`src/rtl/fifo_wr_arbiter.sv`:
```
// Round-robin arbiter sharing the async FIFO write port among NREQ
// wclk-domain requesters, with full-flag backpressure and burst capping.
module fifo_wr_arbiter #(
    parameter int NREQ      = 4,
    parameter int DATA_SIZE = 8,
    parameter int MAX_BURST = 16
) (
    input  logic                      wclk,
    input  logic                      wrst_n,
    input  logic [NREQ-1:0]           req,
    input  logic [NREQ*DATA_SIZE-1:0] req_data,
    input  logic [NREQ-1:0]           req_last,
    output logic [NREQ-1:0]           req_ack,
    input  logic                      wfull,
    output logic                      winc,
    output logic [DATA_SIZE-1:0]      wdata,
    output logic                      grant_vld,
    output logic [$clog2(NREQ)-1:0]   grant_id,
    output logic                      burst_trunc
);

    localparam int IW = $clog2(NREQ);
    localparam int CW = $clog2(MAX_BURST);

    typedef enum logic {IDLE, BURST} state_t;

    state_t          r_state;
    logic            r_grant_vld;
    logic [IW-1:0]   r_grant_id;
    logic [IW-1:0]   r_last_id;
    logic [CW-1:0]   r_cnt;
    logic            r_trunc;

    logic [IW-1:0]   w_sel;
    logic [IW-1:0]   w_idx;
    logic            w_req_g;
    logic            w_last_g;
    logic            w_beat;
    logic            w_at_max;

    // Walk from farthest to nearest so the nearest set bit after last_id wins
    always_comb begin
        w_sel = '0;
        w_idx = '0;
        for (int k = NREQ; k >= 1; k--) begin
            w_idx = IW'((int'(r_last_id) + k) % NREQ);
            if (req[w_idx]) w_sel = w_idx;
        end
    end

    assign w_req_g  = req[r_grant_id];
    assign w_last_g = req_last[r_grant_id];
    assign w_beat   = (r_state == BURST) & w_req_g & ~wfull;
    assign w_at_max = (r_cnt == CW'(MAX_BURST - 1));

    always_ff @(posedge wclk or negedge wrst_n) begin
        if (!wrst_n) begin
            r_state     <= IDLE;
            r_grant_vld <= 1'b0;
            r_grant_id  <= '0;
            r_last_id   <= IW'(NREQ - 1);
            r_cnt       <= '0;
            r_trunc     <= 1'b0;
        end else begin
            r_trunc <= 1'b0;
            unique case (r_state)
                IDLE: begin
                    if (|req) begin
                        r_state     <= BURST;
                        r_grant_vld <= 1'b1;
                        r_grant_id  <= w_sel;
                        r_last_id   <= w_sel;
                        r_cnt       <= '0;
                    end
                end
                BURST: begin
                    if (!w_req_g) begin
                        r_state     <= IDLE;
                        r_grant_vld <= 1'b0;
                    end else if (w_beat) begin
                        if (w_last_g) begin
                            r_state     <= IDLE;
                            r_grant_vld <= 1'b0;
                        end else if (w_at_max) begin
                            r_state     <= IDLE;
                            r_grant_vld <= 1'b0;
                            r_trunc     <= 1'b1;
                        end else begin
                            r_cnt <= r_cnt + 1'b1;
                        end
                    end
                end
                default: begin
                    r_state     <= IDLE;
                    r_grant_vld <= 1'b0;
                end
            endcase
        end
    end

    always_comb begin
        req_ack = '0;
        if (w_beat) req_ack[r_grant_id] = 1'b1;
    end

    always_comb begin
        wdata = '0;
        if (r_grant_vld)
            wdata = req_data[int'(r_grant_id)*DATA_SIZE +: DATA_SIZE];
    end

    assign winc        = w_beat;
    assign grant_vld   = r_grant_vld;
    assign grant_id    = r_grant_id;
    assign burst_trunc = r_trunc;

endmodule

```
`config.mk`:
```
export PLATFORM = sky130hd
export DESIGN_NAME = fifo_wr_arbiter
export DESIGN_NICKNAME = d
export VERILOG_FILES = /design/src/rtl/fifo_wr_arbiter.sv
export SDC_FILE = /design/constraint.sdc
export NUM_CORES = 1
export LEC_CHECK = 0
export CORE_MARGIN = 3
export CORE_UTILIZATION = 50
export DETAILED_ROUTE_END_ITERATION = 6
export DONT_BUFFER_PORTS = 1
export PLACE_DENSITY_LB_ADDON = 0.3
export SYNTH_ARGS = -nofsm -noshare
export SYNTH_HDL_FRONTEND = slang
export SYNTH_SLANG_ARGS = --single-unit
```
`constraint.sdc`:
```
create_clock -name wclk -period 2.61 [get_ports wclk]
set_input_delay 0.1305 -clock wclk [delete_from_list [all_inputs] [get_ports wclk]]
set_output_delay 0.1305 -clock wclk [all_outputs]
set_load 0.02 [all_outputs]
```
==> flow_summary.json, run 1 <==
{
  "status": "complete, no violations",
  "synth_nets": 128,
  "ys_seq_area_share_pct": 30.5,
  "clock_skew_ps": 4.43,
  "drt_wl_total_mm": 2.10,
  "path_buf_inv": 0,
  "synth_area_sq_um": 910,
  "arrival_ps": 2260,
  "rows": 14,
  "rsz0062_at_grt": "false",
  "first_global_vias": 736,
  "rr_worst_depth": 4,
  "slew_headroom_pct": 53.7,
  "regArea_sq_um": 278,
  "cts_buffers": 3,
  "cp.depth": 4,
  "async_flop_share_pct": 100,
  "clock_path_buffers": 2,
  "grt-ovfl-total": 0,
  "fin_crit_ps": 2070,
  "cts_tree": "done",
  "crit_chain": "mux4_1 > nand2b_4 > or4_1 > a21boi_1",
  "slowest_delay_ps": 630,
  "endpoint": "r_cnt[3]",
  "wire_per_inst_microns": 18.6,
  "grt_max_degree": 17,
  "dieArea_sq_um": 2370,
  "synth_area_leaders": "dfrtp_1 25%, mux4_2 20%, dfstp_2 5.8%, and2_1 5.5%, a21o_1 3.3%",
  "drc": 0,
  "die_h_microns": 48.7,
  "cp_slowest_cell": "mux4_1",
  "most-common-layout-cells": "9 x dfrtp_1, 8 x mux4_2, 8 x and2_1",
  "vias_per_cell": 6.42,
  "dr.pass1.iters": 3,
  "htree_levels": 1,
  "timing.rr.end": "r_cnt[3]",
  "cts.sinks": 11,
  "synth_area_per_cell_sq_um": 10.8,
  "cts-root-buf": "clkbuf_4",
  "grtUsageMet1_pct": 21.1,
  "clk_latency_ps": 270,
  "crit_path_start": "grant_id[0]",
  "path_max_fanout": 7,
  "tightestPinTransition_ps": 689,
  "synth_warnings": 0,
  "required_ps": 2800,
  "hold_slack_ps": 131,
  "synth_seq_cells": 11,
  "critPathCaptureType": "flop",
  "drive_above_1_share_pct": 22.5,
  "antenna_found_initial": 0,
  "hold_path_depth": 3,
  "rr_startpoint": "grant_id[0]",
  "dp_hpwl_mm": 1.70,
  "syn_inst": 84,
  "finalCritPeriodShare_pct": 79.4,
  "via_count": 725,
  "r2r_slack_ps": 540,
  "fmax_mhz": 483,
  "gp_congestion": 0.761,
  "drt_iter0_markers": 5,
  "path_clk_slew_ps": 70,
  "p_leak_uw": 0.000404,
  "area_growth_syn_to_layout_pct": 8.67,
  "use_met3_pct": 9.82,
  "track_usage_pct": 18.9,
  "diodes": 0,
  "tns_ps": 0,
  "layout_setup_ws_ps": 538,
  "crit_path_start_kind": "flop",
  "setup_violations": 0,
  "grt_pass1_wl_mm": 3.52,
  "synth_flop_cell": "dfrtp_1",
  "synth.top_cell.area_share_pct": 24.8,
  "start_util_pct": 56.4,
  "crit_family": "simple AND/OR/NAND/NOR gates",
  "io_buffer_count": 0,
  "finalMaxSlewViolations": 0,
  "n_fill_cell": 142,
  "io_pins": 60,
  "die_x_microns": 48.7,
  "numPlacedInstances": 108,
  "cap_violations": 0,
  "top_usage_layer": "met2",
  "multi_input_area_sq_um": 599,
  "ant_nets": 0,
  "coreArea_sq_um": 1610,
  "yosys.area.top_type": "dfrtp_1",
  "ys_types": 36,
  "p_per_area_nw_per_um2": 1150,
  "vdd_drop_max_uv": 738,
  "final_common_cell": "dfrtp_1",
  "place_ws_ps": 531,
  "hold_class": "input port to flop",
  "nets": 134,
  "synth_edf_count": 0,
  "finalHoldViolations": 0,
  "path_class": "flop to flop",
  "cts_setup_buffers": 0,
  "fin_cells": 113,
  "use_met2_pct": 30.3
}
worst min-delay path, stage by stage:
cell and delay (ps):
inv_1 30, a221o_1 150, o21ai_1 60
worst min path at each step:
stage	start	endpoint	slack [ps]
6_report	wfull	r_state	130
4_1_cts	wfull	r_state	130
5_1_grt	wfull	r_state	160
2_1_floorplan	wrst_n	burst_trunc	-170
3_3_place_gp	wrst_n	r_cnt[0]	-160
3_5_place_dp	wrst_n	r_cnt[1]	-160
metrics by stage:
| stage | utilization, % | power, uW | area [sq um] |
|---|---|---|---|
| 6_report | 61.3 | 1130 | 988 |
| 3_5_place_dp | 59.1 | 1020 | 952 |
| 2_1_floorplan | - | 903 | 910 |
| 5_1_grt | 61.3 | 1230 | 988 |
| 3_3_place_gp | 59.1 | 1000 | 952 |
| 4_1_cts | 61.3 | 1140 | 988 |
logic make-up after synthesis:
family,share of synthesized area (%)
buf+inv,3.58
fa+ha+maj,1.38
flops,30.5
compound gates,17.9
simple gates,21.7
mux,24.9
cell type report:
type                            instances  share of cell area (%)
Sequential cell                        11                    28.1
Timing Repair Buffer                    5                    4.05
Multi-Input combinational cell         65                    60.6
Inverter                                4                    1.52
Tap cell                               24                    3.04
Clock buffer                            4                    2.66
cell usage after synthesis, drive strengths merged, types with 2 or more instances:
cell type	instances
o21ai	6
inv	4
mux4	9
nor3b	3
nor2b	4
a21oi	2
o211ai	2
and2	8
buf	3
nand2	3
dfstp	2
mux2i	2
nand3	2
a21o	4
dfrtp	9
nor3	4
metal layers:
metal | vias to the layer above | wire length (microns)
met1 | 344 | 785
met4 | 0 | 8
li1 | 338 | -
met3 | 2 | 255
met2 | 41 | 1050
met5 | - | 0
state kept, by name (all words and copies together), names as in the netlist:
signal       cells
grant_id         2
r_cnt            4
burst_trunc      1
grant_vld        1
r_state          1
r_last_id        2
power by group:
group / total, uW / switching (uW) / internal, uW
sequential: 370 / 131 / 239
clock: 116 / 57.0 / 59.3
combinational: 648 / 337 / 311
total: 1130 / 525 / 610
repair_timing:
action | CTS | global route
hold buffers | 1 | 0
gates resized for setup | 0 | 0
endpoints found under the hold margin | 11 | 0
No activity file was read; power rests on OpenSTA's default activity.
==> run 2: changes to the inputs <==
ABC_AREA = 1   (was unset)
clock period = 1.73 ns   (was 2.61 ns; I/O delays follow)
==> run 2 against run 1 <==
Net effect:
- worst setup slack worse by 480 ps
- register-to-register slack got worse by 370 ps
- core utilization is 8.9 points higher
- wire length is 65% higher
- first-iteration DRC count rose to 6.4 times the previous value
- clock power rose by 55%
- via count up 94%
- clock-buffer cell count shrank 1
- highest routed layer unchanged
==> flow_summary.json, run 2 <==
{
  "status": "complete, no violations",
  "drt_wl_total_mm": 3.46,
  "area_growth_syn_to_layout_pct": 26.1,
  "drive_above_1_share_pct": 27.9,
  "via_count": 1403,
  "rsz0062_at_grt": "true",
  "synth_edf_count": 0,
  "die_x_microns": 54.2,
  "tightestPinTransition_ps": 529,
  "rows": 16,
  "multi_input_area_sq_um": 793,
  "synth.top_cell.area_share_pct": 23.0,
  "grt-ovfl-total": 0,
  "dp_hpwl_mm": 2.46,
  "grt_max_degree": 15,
  "cts_buffers": 3,
  "crit_family": "simple AND/OR/NAND/NOR gates",
  "vias_per_cell": 5.80,
  "clock_skew_ps": 5.20,
  "cts-root-buf": "clkbuf_4",
  "required_ps": 1640,
  "yosysMostFrequentCell": "nand2_1",
  "path_buf_inv": 2,
  "slowest_delay_ps": 460,
  "regArea_sq_um": 280,
  "clock_path_buffers": 2,
  "top_register": "r_cnt",
  "fmax_mhz": 599,
  "finalHoldViolations": 0,
  "p_leak_uw": 0.000759,
  "synth_area_per_cell_sq_um": 6.27,
  "synthTopCellsByCount": "71 x nand2_1, 26 x nand3_1, 12 x inv_1",
  "wl_met1_mm": 1.36,
  "diodes": 0,
  "grt_pass1_wl_mm": 5.00,
  "synth_nets": 229,
  "clk_latency_ps": 270,
  "first_global_vias": 1202,
  "synth_warnings": 0,
  "dr.pass1.iters": 4,
  "path_clk_slew_ps": 70,
  "track_usage_pct": 22.8,
  "critPathCaptureType": "output pin",
  "wl_met2_mm": 1.73,
  "hold_slack_ps": 195,
  "synth_area_sq_um": 1160,
  "hold_class": "input port to flop",
  "arrival_ps": 1580,
  "cap_violations": 0,
  "coreArea_sq_um": 2080,
  "largest_reg_flops": 4,
  "cp_slowest_cell": "dfrtp_2",
  "synth_seq_cells": 11,
  "die_h_microns": 54.2,
  "finalMaxSlewViolations": 0,
  "drc": 0,
  "synth_area_leaders": "nand2_1 23%, dfrtp_1 19%, nand3_1 11%, a22oi_1 5.2%, dfstp_2 4.5%",
  "final_common_cell": "nand2_1",
  "p_per_area_nw_per_um2": 1930,
  "io_buffer_count": 0,
  "setup_violations": 0,
  "most-common-layout-cells": "71 x nand2_1, 27 x buf_4, 26 x nand3_1",
  "finalCritPeriodShare_pct": 96.5,
  "ys_types": 31,
  "tns_ps": 0,
  "ant_nets": 0,
  "nets": 260,
  "dieArea_sq_um": 2930,
  "met3_length_microns": 338,
  "gp_congestion": 0.858,
  "routed.top_layer": "met4",
  "wire_per_inst_microns": 14.3,
  "antenna_found_initial": 0,
  "async_flop_share_pct": 100,
  "crit_path_start_kind": "flop",
  "slew_headroom_pct": 64.6,
  "crit_chain": "o21ai_1 > nand2_1 > nand2_2 > nand2_4 > nor2_8 > inv_4 > nor3_2 > buf_4",
  "cts_tree": "done",
  "htree_levels": 1,
  "start_util_pct": 55.7,
  "vdd_drop_max_uv": 1320,
  "io_pins": 60,
  "syn_inst": 185,
  "cts.sinks": 11,
  "fin_crit_ps": 1670,
  "n_fill_cell": 182,
  "path_max_fanout": 7,
  "yosys.area.top_type": "nand2_1",
  "drt_iter0_markers": 32,
  "ys_seq_area_share_pct": 23.9,
  "synth_flop_cell": "dfrtp_1",
  "path_class": "flop to output pin"
}
-- run 2: cell types whose count changed in the layout (fill, tap and decap cells not counted), moves of 5 or more --
| cell | before | now |
|---|---|---|
| nand3_1 | 2 | 26 |
| and2_1 | 8 | 0 |
| nand2_1 | 3 | 71 |
| mux4_2 | 8 | 0 |
| inv_1 | 4 | 12 |
| a22oi_1 | 0 | 6 |
| a31oi_1 | 0 | 8 |
| buf_4 | 4 | 27 |
| nor2_1 | 1 | 6 |
-- run 2: worst reg2reg max path: cells and delay by family, from the launching register on --
kind                   cells  cell delay, ps
AND/OR/NAND/NOR            9             530
buffers and inverters      2             320
AO/OA/AOI/OAI              1              60
flip-flops                 1             590
-- run 2: layout make-up --
type,instances,share of cell area [%]
clock buffers,3,1.54
well taps,27,2.31
clock inverters,1,0.342
repair buffers,33,17.9
multi-input cells,150,54.2
flip-flops and latches,11,19.2
inverters,17,4.53
-- run 2: logic make-up (layout without fill, tap and decap cells) --
kind of cell	after synthesis	in the layout	synth area share (%)
fa+ha+maj	1	1	1.08
simple gates	122	122	50.2
buf+inv	24	54	9.71
xor+xnor	1	1	0.755
flops	11	11	23.9
compound gates	26	26	14.3
-- run 2: metrics by stage --
step	util, %	total power, uW	instance area, sq um	instances	worst slack, ps
after global routing	70.3	3080	1460	242	-37.8
final	70.3	2820	1460	242	59.9
after global placement	62.3	2270	1300	225	181
after CTS	64.8	2530	1350	231	3.42
after detailed placement	62.3	2330	1300	225	132
after floorplan	-	1890	1160	185	146
-- run 2: where the power goes --
part	internal [uW]	switching [uW]
logic	819	1280
registers	382	161
clock network	85.6	94.7
-- run 2: path summary, 6_finish.rpt --
path                                   start     endpoint  slack (ps)  cells past startpoint
worst max register to register  r_last_id[0]  grant_id[0]         170                     12
max in group asynchronous             wrst_n  grant_id[0]        1120                      1
worst min-delay path                   wfull  burst_trunc         190                      5
min in group asynchronous             wrst_n     r_cnt[2]         220                      1
worst max-delay path             grant_id[0]   req_ack[3]          60                      8
worst min register to register      r_cnt[1]     r_cnt[1]         530                      2
-- run 2: timing repair --
item / in CTS / in global routing
resized for setup: 2 / 11
setup buffers: 0 / 11
endpoints found under the hold margin: 12 / 0
gates cloned: 0 / 0
pin swaps: 0 / 7
setup endpoints to repair: 12 / 14
hold buffers: 2 / 0
-- run 2: routing by layer --
metal	track usage (%)	up-vias
met4	4.98	0
li1	-	683
met2	41.8	84
met5	0	-
met1	27.8	630
met3	3.05	6
